**config.mk**
```make
export PLATFORM = sky130hd
export DESIGN_NAME = elgamal_ephemeral_key_sampler
export DESIGN_NICKNAME = d
export VERILOG_FILES = /design/src/rtl/elgamal_ephemeral_key_sampler.sv
export SDC_FILE = /design/constraint.sdc
export NUM_CORES = 1
export LEC_CHECK = 0
export ABC_AREA = 1
export CELL_PAD_IN_SITES_DETAIL_PLACEMENT = 2
export CELL_PAD_IN_SITES_GLOBAL_PLACEMENT = 2
export CORE_MARGIN = 2
export CORE_UTILIZATION = 35
export DETAILED_ROUTE_END_ITERATION = 7
export HOLD_SLACK_MARGIN = 0.12
export PLACE_DENSITY_LB_ADDON = 0.12
export SLEW_MARGIN = 20
export SYNTH_ARGS = -nofsm -noshare
export SYNTH_HDL_FRONTEND = slang
export SYNTH_SLANG_ARGS = --single-unit
```
**constraint.sdc**
```tcl
create_clock -name clk -period 6.1 [get_ports clk]
set_clock_uncertainty 0.1 [all_clocks]
set_input_delay 1.525 -clock clk [delete_from_list [all_inputs] [get_ports clk]]
set_output_delay 1.525 -clock clk [all_outputs]
set_load 0.03 [all_outputs]
```
**src/rtl/elgamal_ephemeral_key_sampler.sv**
```systemverilog
// Draws the ElGamal ephemeral exponent k uniformly from [2, p-2] by masking LFSR output
// to the bit length of p and rejecting out-of-range candidates, with a bounded retry count.
module elgamal_ephemeral_key_sampler #(
    parameter int WIDTH     = 64,
    parameter int MAX_TRIES = 16
) (
    input  logic                           clk,
    input  logic                           rst,
    input  logic                           start,
    input  logic [WIDTH-1:0]               p,
    output logic                           lfsr_en,
    input  logic                           rnd_valid,
    input  logic [WIDTH-1:0]               rnd,
    output logic [WIDTH-1:0]               k,
    output logic                           k_valid,
    input  logic                           k_ready,
    output logic                           busy,
    output logic                           error,
    output logic [$clog2(MAX_TRIES+1)-1:0] tries
);

    localparam int TW = $clog2(MAX_TRIES + 1);
    localparam logic [TW-1:0] TRY_LIMIT = TW'(MAX_TRIES);

    localparam logic [2:0] S_IDLE  = 3'd0;
    localparam logic [2:0] S_REQ   = 3'd1;
    localparam logic [2:0] S_WAIT  = 3'd2;
    localparam logic [2:0] S_CHECK = 3'd3;
    localparam logic [2:0] S_HOLD  = 3'd4;
    localparam logic [2:0] S_FAIL  = 3'd5;

    logic [2:0]       state;
    logic [WIDTH-1:0] p_q;
    logic [WIDTH-1:0] mask_q;
    logic [WIDTH-1:0] cand_q;
    logic [WIDTH-1:0] k_q;
    logic [TW-1:0]    tries_q;
    logic [TW-1:0]    tries_inc;
    logic             in_range;
    logic             range_empty;

    // Smear the MSB of v downwards so the mask covers exactly the bit length of v.
    function automatic logic [WIDTH-1:0] msb_mask(input logic [WIDTH-1:0] v);
        logic [WIDTH-1:0] m;
        m = v;
        for (int s = 1; s < WIDTH; s = s * 2) begin
            m = m | (m >> s);
        end
        return m;
    endfunction

    assign range_empty = (p < WIDTH'(4));
    assign in_range    = (cand_q >= WIDTH'(2)) && (cand_q <= p_q - WIDTH'(2));
    assign tries_inc   = tries_q + TW'(1);

    // NOTE: all state below uses non-blocking assignments so every register samples
    // pre-edge values; blocking here would create order-dependent simulation races.
    // NOTE: the datapath registers are reset too because k must read 0 out of reset.
    always_ff @(posedge clk or negedge rst) begin
        if (!rst) begin
            state   <= S_IDLE;
            p_q     <= '0;
            mask_q  <= '0;
            cand_q  <= '0;
            k_q     <= '0;
            tries_q <= '0;
        end else begin
            case (state)
                S_IDLE: begin
                    if (start) begin
                        p_q     <= p;
                        mask_q  <= msb_mask(p);
                        tries_q <= '0;
                        state   <= range_empty ? S_FAIL : S_REQ;
                    end
                end
                S_REQ: state <= S_WAIT;
                S_WAIT: begin
                    if (rnd_valid) begin
                        cand_q <= rnd & mask_q;
                        state  <= S_CHECK;
                    end
                end
                S_CHECK: begin
                    if (in_range) begin
                        k_q   <= cand_q;
                        state <= S_HOLD;
                    end else begin
                        tries_q <= tries_inc;
                        state   <= (tries_inc == TRY_LIMIT) ? S_FAIL : S_REQ;
                    end
                end
                S_HOLD: begin
                    if (k_ready) state <= S_IDLE;
                end
                S_FAIL:  state <= S_IDLE;
                default: state <= S_IDLE;
            endcase
        end
    end

    // Control outputs decode straight from the state register, so they are glitch-free
    // and return to their reset values the moment rst falls.
    assign lfsr_en = (state == S_REQ);
    assign k_valid = (state == S_HOLD);
    assign busy    = (state != S_IDLE);
    assign error   = (state == S_FAIL);
    assign k       = k_q;
    assign tries   = tries_q;

endmodule

```
==> reports/results.txt <==
RePlAce Congestion = 0.8394
Fin. Hold Viols = 0
CP Data Required Time = 6.45 ns
CTS max path bufs = 3
register area share after synthesis = 46.53%
CP bufs+invs = 3
Clock Sinks = 263
Non-Filler Instances = 2523
cell mode on critical path = nand2_1
CP max FO = 58
CTS tree = yes
largest net degree at the start of global routing = 110
mapped cell area = 14140 um2
setup bufs post-CTS = 0
outcome = completed
count of different cell masters after synthesis = 39
# IOs = 206
synthesized area per cell = 7.951 um2
grt ovf = 0
Hold EP = k[57]$_DFFE_PN0P_
crit path cell chain = inv_1, ha_1, nand2_2, nor2_1, nand4_1, nor2_2, nand3_1, nor4_2, xor2_1, ha_1, nand2_1, inv_1, o21ai_0, a21oi_1, nor2_1, nand2_1, a21oi_1, nand2_1, nand2_1, nand3_4, buf_4, o21ai_0
RSZ-0062 raised after global routing = no
Die Area = 42040 um2
wire length per cell after detailed routing = 20.77 um
row count = 73
Power Density = 500.0 nW/um2
final core utilization = 44.82%
crit path DAT = 5.45 ns
design area = 17850 um2
total power = 8.925 mW
clk slew on worst S/H paths = 0.06 ns
asr flop ratio synth = 100.0%
Fin Setup TNS = 0 ns
hold depth = 2
# hold bufs at CTS = 0
first-pass GRT wire length = 83500 um
Placed Area = 16750 um2
Final setup viols = 0
Hold Startpoint = k[57]$_DFFE_PN0P_
Antenna Cells = 0
routed vias/inst = 5.140
synthesis-to-layout area growth = 26.18%
WHS = 0.3841 ns
Max IR drop VDD = 0.2339 mV
maxcap violations = 0
Slew Viols, Final = 0
Worst R2R Path Depth = 22
crit path kind = flip-flop to flip-flop
Fmax achieved = 0.1961 GHz
top_reg_cell synth = dfrtp_1
worst reg-to-reg setup slack = 1.00 ns
hpwl dp = 39920 um
Nets = 2175
vias = 12970
Antenna Violating Nets Remaining = 0
post-synthesis register bit count = 263
pre-CTS worst setup slack = 0.9921 ns
H-tree depth = 1
number of global-route vias before repair = 14470
final worst slack = 1.001 ns
Detailed Routing Iterations Pass 1 = 4
Tcrit/Tclk final = 83.60%
initial core utilization = 35.52%
fillcell total = 4541
CTS buffer count = 31
leakage = 8.228 nW
max_slew headroom = 34.25%
Die X = 205.0 um
fin crit period = 5.099 ns
CP max stage cell = buf_4
antenna violations before repair = 0
instance count of the mapped netlist = 1779
PostCTS Resize Cnt = 0
Core Area = 39820 um2
delay of the slowest critical-path stage = 0.48 ns
Post-synth EDFFs = 0
Crit. End Element = flip-flop
DR iter-0 viols = 577
Setup crit start kind = flip-flop
Worst-Margin Slew = 0.9772 ns
CP top delay family = simple AND/OR/NAND/NOR gates
Tot GR Track Use = 25.56%
PortBufs = 205
worst r2r dst = k[7]$_DFFE_PN0P_
remaining routing DRC violations = 0
worst skew pair latency = 0.58 ns
Placed Cells = 2468
die height = 205.0 um
worst r2r src = p_q[1]$_DFFE_PN0P_
final WL = 52410 um
CTS Root Buffer Type = clkbuf_16
worst min path class = flip-flop to flip-flop
share of cells above drive strength 1 = 5.305%
warnings from Yosys = 0
syn_nets = 1978
## cell usage after synthesis, types with 8 or more instances
cell,instances,area (um2)
buf_1,8,30.03
nor2_1,172,645.6
dfrtp_1,263,6581
nor4_1,26,162.7
buf_2,11,55.05
nand2_1,419,1573
a21oi_1,34,170.2
o21ai_0,216,1081
xnor2_1,24,210.2
nor3_1,36,180.2
xor2_1,38,332.8
nand4_1,28,175.2
clkbuf_1,29,108.9
nor2_2,8,50.05
nand3_1,112,560.5
ha_1,66,825.8
inv_1,231,867.1
## sequential cells by signal (all words and copies together), names as in the netlist
| signal | flops |
|---|---|
| mask_q | 63 |
| cand_q | 64 |
| k | 64 |
| state | 3 |
| tries | 5 |
| p_q | 64 |
## per-layer routing
layer	up-vias	part of all wire, %	GRT usage, %
li1	6128	-	-
met1	6576	47	35.34
met2	212	48	43.27
met3	53	3.2	2.689
met4	0	1.8	5.473
met5	-	0	0
## layout by cell type, fill, tap and decap left out, drive strengths merged
cell type / count
clkbuf: 44
nand3b: 5
dfrtp: 263
a21o: 1
buf: 14
or2: 4
nor4: 28
a2bb2oi: 2
xnor2: 24
nor2: 186
a21oi: 34
a31oi: 3
clkinv: 5
o21a: 5
bufinv: 6
nand2: 426
a21boi: 1
ha: 66
inv: 233
o21ai: 217
nand4: 29
clkdlybuf4s50: 204
o22a: 1
xor2: 38
nor3: 45
nand3: 113
and2: 1
## power by group
part           switching [mW]  internal [mW]  leakage, nW  total, mW
registers               0.684           2.45         3.26       3.13
clock network           0.770           1.26        0.544       2.03
logic                    2.42           1.34         4.42       3.76
total                    3.87           5.05         8.23       8.92
## worst max-delay path by stage
stage                             end  slack [ns]                from  cells after the start
CTS                  k[7]$_DFFE_PN0P_        0.97  p_q[1]$_DFFE_PN0P_                     22
global route         k[7]$_DFFE_PN0P_        0.51  p_q[1]$_DFFE_PN0P_                     22
detailed placement   k[7]$_DFFE_PN0P_        0.99  p_q[1]$_DFFE_PN0P_                     22
global placement    k[18]$_DFFE_PN0P_        1.32  p_q[1]$_DFFE_PN0P_                     23
finish               k[7]$_DFFE_PN0P_        1.00  p_q[1]$_DFFE_PN0P_                     22
floorplan           k[38]$_DFFE_PN0P_        2.69  p_q[1]$_DFFE_PN0P_                     24
## worst register-to-register path, stage by stage, from the launching register on
cell	delay (ns)
dfrtp_1	0.42
inv_1	0.09
ha_1	0.24
nand2_2	0.16
nor2_1	0.24
nand4_1	0.22
nor2_2	0.22
nand3_1	0.19
nor4_2	0.35
xor2_1	0.21
ha_1	0.27
nand2_1	0.07
inv_1	0.03
o21ai_0	0.20
a21oi_1	0.11
nor2_1	0.16
nand2_1	0.07
a21oi_1	0.13
nand2_1	0.07
nand2_1	0.11
nand3_4	0.44
buf_4	0.49
o21ai_0	0.38
## cell families after synthesis
group / Yosys count / synth area share [%]
AO/OA/AOI/OAI: 264 / 9.571
AND/OR/NAND/NOR: 837 / 26.32
buffers and inverters: 287 / 7.899
flip-flops: 263 / 46.53
adder cells (fa/ha/maj): 66 / 5.838
XOR/XNOR: 62 / 3.839
## layout make-up
cell class	count	area, um2	share of cell area [%]
Sequential cell	263	6581	36.87
Tap cell	525	656.9	3.680
Inverter	233	874.6	4.900
Clock inverter	11	205.2	1.150
Multi-Input combinational cell	1229	6469	36.24
Timing Repair Buffer	218	2167	12.14
Clock buffer	44	894.6	5.012
No activity file was read; power rests on OpenSTA's default activity.
